<file path="src/rtl/msx_slot_pkg.sv">
`default_nettype none
// ============================================================================
//  Module   : msx_slot_pkg
//  Purpose  : Shared constants, slot index type and mapper reset helper for
//             the MSX slot expander / memory mapper.
//  Revision : 1.0 - initial release
// ============================================================================
package msx_slot_pkg;

    // Secondary slot register location in the CPU address space
    localparam logic [15:0] ADDR_SUBSLOT_REG = 16'hFFFF;

    // First I/O port of the four mapper segment registers (0xFC..0xFF)
    localparam logic [7:0]  MAPPER_PORT_BASE = 8'hFC;

    // Two-bit primary/secondary slot or page index
    typedef logic [1:0] slot_idx_t;

    // Power-up segment for mapper page k: (3 - k) mod 2^bits, so the
    // classic 64 KB layout (segments 3,2,1,0) appears after reset.
    function automatic logic [7:0] seg_reset(input int k, input int bits);
        logic [7:0] mask;
        mask = 8'((32'd1 << bits) - 32'd1);
        return 8'(3 - k) & mask;
    endfunction

endpackage : msx_slot_pkg
`default_nettype wire

</file>
<file path="src/rtl/msx_wr_edge.sv">
`default_nettype none
// ============================================================================
//  Module   : msx_wr_edge
//  Purpose  : One-shot write qualifier. A level write strobe, however many
//             clock cycles it is held, yields exactly one commit edge.
//  Revision : 1.0 - initial release
// ============================================================================
module msx_wr_edge (
    input  logic clk,
    input  logic rst,
    input  logic i_strobe,
    output logic o_commit
);

    logic r_armed;

    // Commit is taken on the edge where the strobe is seen while armed.
    assign o_commit = i_strobe & r_armed;

    // Disarm on commit; re-arm only after the strobe is seen low. Reset
    // leaves the flag disarmed so a strobe straddling reset is dropped.
    always_ff @(posedge clk or posedge rst) begin
        if (rst) begin
            r_armed <= 1'b0;
        end else if (o_commit) begin
            r_armed <= 1'b0;
        end else if (!i_strobe) begin
            r_armed <= 1'b1;
        end
    end

endmodule : msx_wr_edge
`default_nettype wire

</file>
<file path="src/rtl/msx_slot_expander.sv">
`default_nettype none
// ============================================================================
//  Module   : msx_slot_expander
//  Purpose  : Primary slot decode, MSX2 secondary slot registers at 0xFFFF
//             and a RAM memory mapper with segment registers at I/O
//             0xFC..0xFF. All selects and readback are combinational.
//  Revision : 1.0 - initial release
// ============================================================================
module msx_slot_expander
    import msx_slot_pkg::*;
#(
    parameter logic [3:0] EXPANDED    = 4'b1000,
    parameter int         MAPPER_BITS = 3,
    parameter int         MAPPER_SLOT = 3,
    parameter int         MAPPER_SUB  = 0
) (
    input  logic                      clk,
    input  logic                      reset,
    input  logic [15:0]               addr,
    input  logic [7:0]                din,
    input  logic                      mreq_n,
    input  logic                      iorq_n,
    input  logic                      rd_n,
    input  logic                      wr_n,
    input  logic                      rfrsh_n,
    input  logic                      m1_n,
    input  logic [7:0]                prim_sel,
    output logic [3:0]                SLTSL_n,
    output logic [15:0]               SUBSL_n,
    output logic                      mapper_cs_n,
    output logic [MAPPER_BITS+13:0]   mapper_a,
    output logic [7:0]                dout,
    output logic                      dout_oe
);

    localparam int c_map_sub_idx = 4 * MAPPER_SLOT + MAPPER_SUB;
    localparam bit c_map_exp     = EXPANDED[MAPPER_SLOT];

    logic                         w_mem;
    logic                         w_io;
    logic                         w_ffff_hit;
    logic                         w_ffff_wr;
    logic                         w_io_wr;
    logic                         w_ffff_commit;
    logic                         w_io_commit;
    slot_idx_t                    w_page;
    slot_idx_t                    w_p;
    slot_idx_t                    w_q;
    slot_idx_t                    w_s;
    logic [3:0][7:0]              w_sec;
    logic [3:0][MAPPER_BITS-1:0]  w_seg;
    logic [7:0]                   w_io_byte;

    // Bus qualification and address decode.
    always_comb begin
        w_mem      = ~mreq_n & rfrsh_n;
        w_io       = ~iorq_n & m1_n & (addr[7:2] == MAPPER_PORT_BASE[7:2]);
        w_page     = addr[15:14];
        w_p        = prim_sel[{w_page, 1'b0} +: 2];
        w_q        = prim_sel[7:6];
        w_ffff_hit = w_mem & (addr == ADDR_SUBSLOT_REG) & EXPANDED[w_q];
        w_ffff_wr  = w_ffff_hit & ~wr_n;
        w_io_wr    = w_io & ~wr_n;
        w_s        = w_sec[w_p][{w_page, 1'b0} +: 2];
    end

    msx_wr_edge u_ffff_edge (
        .clk      (clk),
        .rst      (reset),
        .i_strobe (w_ffff_wr),
        .o_commit (w_ffff_commit)
    );

    msx_wr_edge u_io_edge (
        .clk      (clk),
        .rst      (reset),
        .i_strobe (w_io_wr),
        .o_commit (w_io_commit)
    );

    // Secondary slot registers exist only for expanded primary slots;
    // the others read as zero and never decode a subslot.
    for (genvar p = 0; p < 4; p++) begin : g_sec
        if (EXPANDED[p]) begin : g_exp
            logic [7:0] r_sec;
            // Capture the 0xFFFF write into the slot addressed by prim_sel[7:6].
            always_ff @(posedge clk or posedge reset) begin
                if (reset) begin
                    r_sec <= 8'h00;
                end else if (w_ffff_commit && (w_q == 2'(p))) begin
                    r_sec <= din;
                end
            end
            assign w_sec[p] = r_sec;
        end else begin : g_flat
            assign w_sec[p] = 8'h00;
        end
    end

    // Mapper segment registers, one per 16 KB page.
    for (genvar k = 0; k < 4; k++) begin : g_seg
        localparam logic [7:0] c_seg_rst = seg_reset(k, MAPPER_BITS);
        logic [MAPPER_BITS-1:0] r_seg;
        // Capture the mapper port write addressed by addr[1:0].
        always_ff @(posedge clk or posedge reset) begin
            if (reset) begin
                r_seg <= c_seg_rst[MAPPER_BITS-1:0];
            end else if (w_io_commit && (addr[1:0] == 2'(k))) begin
                r_seg <= din[MAPPER_BITS-1:0];
            end
        end
        assign w_seg[k] = r_seg;
    end

    // Primary and secondary selects; the 0xFFFF register access itself
    // deselects the slot it targets.
    always_comb begin
        SLTSL_n = 4'hF;
        SUBSL_n = 16'hFFFF;
        if (w_mem && !w_ffff_hit) begin
            SLTSL_n[w_p] = 1'b0;
            if (EXPANDED[w_p]) begin
                SUBSL_n[{w_p, w_s}] = 1'b0;
            end
        end
    end

    // Mapper RAM select and address.
    assign mapper_cs_n = ~(~SLTSL_n[MAPPER_SLOT] & (~c_map_exp | ~SUBSL_n[c_map_sub_idx]));
    assign mapper_a    = {w_seg[w_page], addr[13:0]};

    // Readback: inverted secondary register, or segment padded with ones.
    always_comb begin
        w_io_byte                    = 8'hFF;
        w_io_byte[MAPPER_BITS-1:0]   = w_seg[addr[1:0]];
        dout                         = 8'h00;
        dout_oe                      = 1'b0;
        if (!reset && !rd_n) begin
            if (w_ffff_hit) begin
                dout    = ~w_sec[w_q];
                dout_oe = 1'b1;
            end else if (w_io) begin
                dout    = w_io_byte;
                dout_oe = 1'b1;
            end
        end
    end

endmodule : msx_slot_expander
`default_nettype wire

</file>
<file path="config.mk">
export PLATFORM = sky130hd
export DESIGN_NAME = msx_slot_expander
export DESIGN_NICKNAME = d
export VERILOG_FILES = /design/src/rtl/msx_slot_pkg.sv /design/src/rtl/msx_wr_edge.sv /design/src/rtl/msx_slot_expander.sv
export SDC_FILE = /design/constraint.sdc
export NUM_CORES = 1
export LEC_CHECK = 0
export CORE_MARGIN = 1
export CORE_UTILIZATION = 40
export CTS_CLUSTER_DIAMETER = 30
export DETAILED_ROUTE_END_ITERATION = 10
export GPL_TIMING_DRIVEN = 0
export MAX_ROUTING_LAYER = met4
export PLACE_DENSITY_LB_ADDON = 0.2
export SLEW_MARGIN = 20
export SYNTH_ARGS = -nofsm -noshare
export SYNTH_HDL_FRONTEND = slang
export SYNTH_SLANG_ARGS = --single-unit
</file>
<file path="constraint.sdc">
create_clock -name clk -period 3.6 [get_ports clk]
set_clock_uncertainty 0.05 [all_clocks]
set_input_delay 0.72 -clock clk [delete_from_list [all_inputs] [get_ports clk]]
set_output_delay 0.72 -clock clk [all_outputs]
set_load 0.02 [all_outputs]
</file>
# [After elaboration in Yosys (flattened, before gate mapping)]
# Index checks and enable logic that the tools add are counted.
# W data, S select, Z words.
[classes] n_lt_le_gt_ge=7 eq_ne=8 shift=2 mux=29 n_bitwise=19 n_reduce_logical=13
[op_table] op="$mux W8" n=5
[op_table] op="$bmux W8 S2" n=2
[op_table] op="$mux W16" n=2
[op_table] op="$eq A16 B16 Y1 const B" n=1
[op_table] op="$not A16 Y16" n=1
[op_table] op="$shiftx A8 B4 Y2" n=2
[op_table] op="$bmux W3 S2" n=2
[op_table] op="$lt A2 B3 Y1 const B" n=4
[op_table] op="$mux W1" n=11
[op_table] op="$and A1 B1 Y1" n=10
[op_table] op="$logic_and A1 B1 Y1" n=9
[op_table] op="$not A8 Y8" n=1
[op_table] op="$eq A2 B2 Y1 const B" n=3
[op_table] op="$eq A6 B6 Y1 const B" n=1
[op_table] op="$mux W3" n=2
[op_table] op="$not A1 Y1" n=6
[op_table] op="$lt A4 B5 Y1 const B" n=1
[op_table] op="$bmux W1 S2" n=2
[op_table] op="$demux W1 S4" n=1
[op_table] op="$ge A4 B1 Y1 const B" n=1
[op_table] op="$mux W4" n=1
[op_table] op="$ne A2 B2 Y1 const B" n=2
[op_table] op="$not A4 Y4" n=1
[op_table] op="$logic_not A1 Y1" n=3
[op_table] op="4 further kinds" n=4
[totals] register_bits=22 output_inout_bits=47

# [Longest topological paths before layout]
[logic_depth] ltp_word=14 mapped_depth=6 depth_no_buf=4

# [Modules after synthesis]
# From an unflattened synthesis, not the netlist that was laid out.
[hier_totals] cells_unflattened=143 area_unflattened_um2=1594.0
[modules_own_cells] mod="msx_slot_expander" n_inst=1 cells_each=135 area_per_inst_um2=1516.5 seq_area_each_um2=505.5
[modules_own_cells] mod="msx_wr_edge" n_inst=2 cells_each=4 area_per_inst_um2=38.8 seq_area_each_um2=25.0

# [Worst setup path before layout]
# No wires, ideal clock.
[synth_path] kind="input port to output port" start="input addr[1]" end="output dout[0]" arrival_time_ns=2.272 setup_slack_ns=0.558 stages=6 path_cell_list="buf_2 -> nand4_2 -> or4_1 -> buf_2 -> or3_1 -> a21oi_1"
[synth_between] elab_chain_len=5
[synth_rtl] item="from (decl)" line_no="msx_slot_expander.sv:19" rtl="input logic [15:0] addr,"
[synth_rtl] item="$eq A16 B16 Y1 / $bmux W3 S2 (equally long branches)" line_no="msx_slot_expander.sv:61, msx_slot_expander.sv:135"
[synth_rtl] item="$and A1 B1 Y1 / $mux W3 (equally long branches)" line_no="msx_slot_expander.sv:61, msx_slot_expander.sv:135"
[synth_rtl] item="$and A1 B1 Y1 / $mux W8 (equally long branches)" line_no="msx_slot_expander.sv:61, msx_slot_expander.sv:142"
[synth_rtl] item="$mux W8 (*)" line_no="msx_slot_expander.sv:139" rtl="if (w_ffff_hit) begin"
[synth_rtl] item="$mux W8 (*)" line_no="msx_slot_expander.sv:138" rtl="if (!reset && !rd_n) begin"
[synth_rtl] item="to (decl)" line_no="msx_slot_expander.sv:32" rtl="output logic [7:0] dout,"
# Mark *: on every way between the ends. The rest lies on a longest branch, timed or not. The select of a mux whose other input is x is not followed.

# [Worst setup path in the final report]
[layout_path] start="input addr[8]" end="output dout[1]"
[layout_between] elab_chain_len=5
[layout_rtl] item="$eq A16 B16 Y1" line_no="msx_slot_expander.sv:61" rtl="w_ffff_hit = w_mem & (addr == ADDR_SUBSLOT_REG) & EXPANDED[w_q];"
[layout_rtl] item="$and A1 B1 Y1 (2 in series)" line_no="msx_slot_expander.sv:61"
[layout_rtl] item="$mux W8" line_no="msx_slot_expander.sv:139"
[layout_rtl] item="$mux W8" line_no="msx_slot_expander.sv:138"
# Every way passes these cells.

==> impl_results.md <==
- Clk sink count: 22
- Main combinational cell family by area after synthesis: multiplexers
- Yosys reg bits: 22
- Remaining DRCs: 0
- Unrepaired setup endpoints after global routing: no
- P_int: 436 uW
- Via Count: 1372
- Placer congestion estimate: 0.810
- CP max FO: 8
- Worst-margin pin slew: 0.792 ns
- GR peak layer: met2
- Largest net degree at the start of global routing: 23
- End of the critical path: dout[1]
- Run status: finished clean
- I/O pin total: 87
- Final core occ: 0.660
- Share of layout cells above drive strength 1: 0.382
- Mapped cell area: 0.00161 mm2
- Distinct cells, synth: 32
- M1 GR Usage: 0.226
- DRT iter0 DRCs: 21
- ANT cells: 0
- PnR worst setup slack: 0.0977 ns
- Synth Flop Type: dfrtp_1
- Max_cap viols: 0
- Post-DP HPWL: 3230 um
- Synthesized area per cell: 11.6 um2
- Stages on the worst setup path: 7
- Sequential Power Share: 0.430
- Die area: 0.00429 mm2
- Req. time, crit path: 2.83 ns
- Total gr overflow: 0
- Sequential-to-total area share from yosys stat: 0.345
- IR drop worst, VDD: 0.204 mV
- Hold-fix buffers, CTS: 0
- Post-synthesis simple-gate area fraction: 0.175
- Start point of the critical path: addr[8]
- Worst-path cell chain: clkdlybuf4s50_1, nand4_1, or4_1, buf_2, or3_1, a21oi_1, buf_2
- Synth Area in Adders: 0
- Final setup violation count: 0
- Buffers on Ports: 70
- Post-synth EDFFs: 0
- Drt pass-1 iters: 4
- Fin crit share: 0.973
- Rows: 22
- Die Y-Extent: 65.5 um
- Crit. End Element: primary output
- Compound-Gate Fraction of Synth Area: 0.0466
- CTS buffer count: 3
- Routed length per placed instance: 14.4 um
- Worst reg2reg setup slack: 1.79 ns
- Final nets: 269
- Maximum clock path buffer count: 2
- H-tree depth: 1
- DR vias/cell: 4.97
- Reg2Reg Launch Point: u_io_edge.r_armed
- Worst hold slack: 0.484 ns
- Worst Path Buf+Inv: 3
- Std-Cell Core Area: 0.00377 mm2
- Worst path most repeated cell: buf_2
- YS warnings: 0
- Power Density: 235 mW/mm2
- GRT Util Overall: 0.203
- Global-route met3 utilization: 0.0399
- Max-slew violations: 0
- Switching share of power: 0.254
- Synth Area in XOR/XNOR: 0
- Synth-to-Final Area Change: 54.3%
- FF-to-FF path depth: 4
- Number of global-route vias before repair: 1346
- Peak Freq: 286 MHz
- DRT antenna net count: 0
- Worst path top cell family by delay: simple AND/OR/NAND/NOR gates
- Initial antenna violation count: 0
- CP Launch Type: input pin
- Clock latency on the worst-skew pair: 0.26 ns
- Tot Pwr: 584 uW
- Relative slew slack: 0.471
- Mux share of post-synthesis cell area: 0.280
- RR Endpoint: g_seg[3].r_seg[0]
- Initial Util: 0.427
- CTS tree: done
- Global-route wire length before repair: 6420 um
- Clock Tree Root: clkbuf_8
- Met2 Use GR: 0.363
- Leak pwr: 0.00113 uW
- Worst Hold Class: flop to flop
- Clock power share: 0.301
- P_sw: 149 uW
- Logic pwr share: 0.269
- DP Worst Slack: -0.386 ns
- Crit-path slowest cell: or4_1
- Endpoints failing hold: 0
- Die Wd: 65.5 um
- Critical path type: input pin to primary output
- Total routed wirelength: 3970 um
- Reg clk slew, reported paths: 0.08 ns
- Largest stage delay on the critical path: 0.52 ns
- Min Tclk post-route: 3.50 ns
- Post-Synthesis Cells: 139
- Crit path DAT: 2.73 ns
- Async SR Flop Fraction: 1.00
[synth_stat cells, types with 2 or more instances]
cell / number / area share
mux4_2: 10 / 0.14
nand2b_1: 2 / 0.0078
nor2_1: 4 / 0.0093
o21ai_0: 3 / 0.0093
a21oi_1: 9 / 0.028
nand4_1: 4 / 0.016
dfrtp_1: 18 / 0.28
buf_4: 28 / 0.13
or3_1: 4 / 0.016
mux2_2: 20 / 0.14
inv_1: 4 / 0.0093
dfstp_2: 4 / 0.065
nand3b_1: 3 / 0.014
nand4b_1: 2 / 0.011
nand3_1: 2 / 0.0062
nand2_1: 3 / 0.0070
buf_2: 3 / 0.0093
nor3b_4: 2 / 0.023
[power by group through the flow]
stage	registers (uW)	clock network, uW	logic [uW]
after floorplan	255	0	84.7
after global placement	255	0	154
after detailed placement	256	0	156
after CTS	251	181	157
after global routing	251	194	167
final	251	176	157
[layer usage]
metal | vias to the layer above | wire, um
met2 | 62 | 2060
met5 | - | 0
li1 | 650 | -
met3 | 4 | 287
met1 | 656 | 1570
met4 | 0 | 51
[logic make-up after synthesis]
family / count (synthesis)
simple gates: 36
buf+inv: 36
mux: 30
flops: 22
compound gates: 14
other cells: 1
[area by class of cell]
cell class | instances | area (um2)
multi-input cells | 92 | 861
clock buffers | 4 | 55.1
well taps | 48 | 60.1
repair buffers | 74 | 712
inverters | 4 | 15.0
flip-flops and latches | 22 | 556
plain buffers | 32 | 229
fillers | 286 | 1280
[timing repair]
item | 4_1_cts | 5_1_grt
gates resized for setup | 19 | 1
pin swaps | 1 | 3
setup endpoints to repair | 15 | 9
setup buffers | 1 | 3
[placed cells by master, fill, tap and decap left out, types with 3 or more instances in the layout]
cell type	n
clkbuf_8	4
buf_4	32
dfstp_2	4
conb_1	12
a21oi_1	9
clkdlybuf4s50_1	61
or3_1	4
nand4_1	4
dfrtp_1	18
dlygate4sd2_1	5
nand2_1	3
nand3b_1	3
mux4_2	10
nor2_1	3
o21ai_0	3
mux2_2	20
inv_1	4
buf_2	6
[state kept, by name (all words and copies together), names as in the netlist]
register             count
g_sec.g_exp.r_sec        8
u_ffff_edge.r_armed      1
u_io_edge.r_armed        1
g_seg.r_seg             12
[metrics by stage]
stage / TNS [ns] / instance area, um2 / std cells
floorplan: 0 / 1650 / 150
global placement: -2.13 / 2410 / 268
detailed placement: -2.51 / 2410 / 268
CTS: 0 / 2460 / 273
global route: 0 / 2490 / 276
finish: 0 / 2490 / 276
[worst min path at each step]
stage,slack (ns),cells past startpoint,to,start
2_1_floorplan,0.44,1,g_sec[3].g_exp.r_sec[2],g_sec[3].g_exp.r_sec[2]
3_3_place_gp,0.45,1,g_seg[1].r_seg[2],g_seg[1].r_seg[2]
3_5_place_dp,0.47,1,g_seg[2].r_seg[2],g_seg[2].r_seg[2]
4_1_cts,0.49,1,g_seg[2].r_seg[2],g_seg[2].r_seg[2]
5_1_grt,0.51,1,g_seg[2].r_seg[2],g_seg[2].r_seg[2]
6_report,0.48,1,g_seg[2].r_seg[1],g_seg[2].r_seg[1]
[worst reg2reg max path: stages, from the launching register on]
cell and delay [ns]:
dfrtp_1 0.33, inv_1 0.04, or4_4 0.60, nor2_1 0.30, mux2_2 0.38
Note: power is estimated with default switching activity, not from simulation.
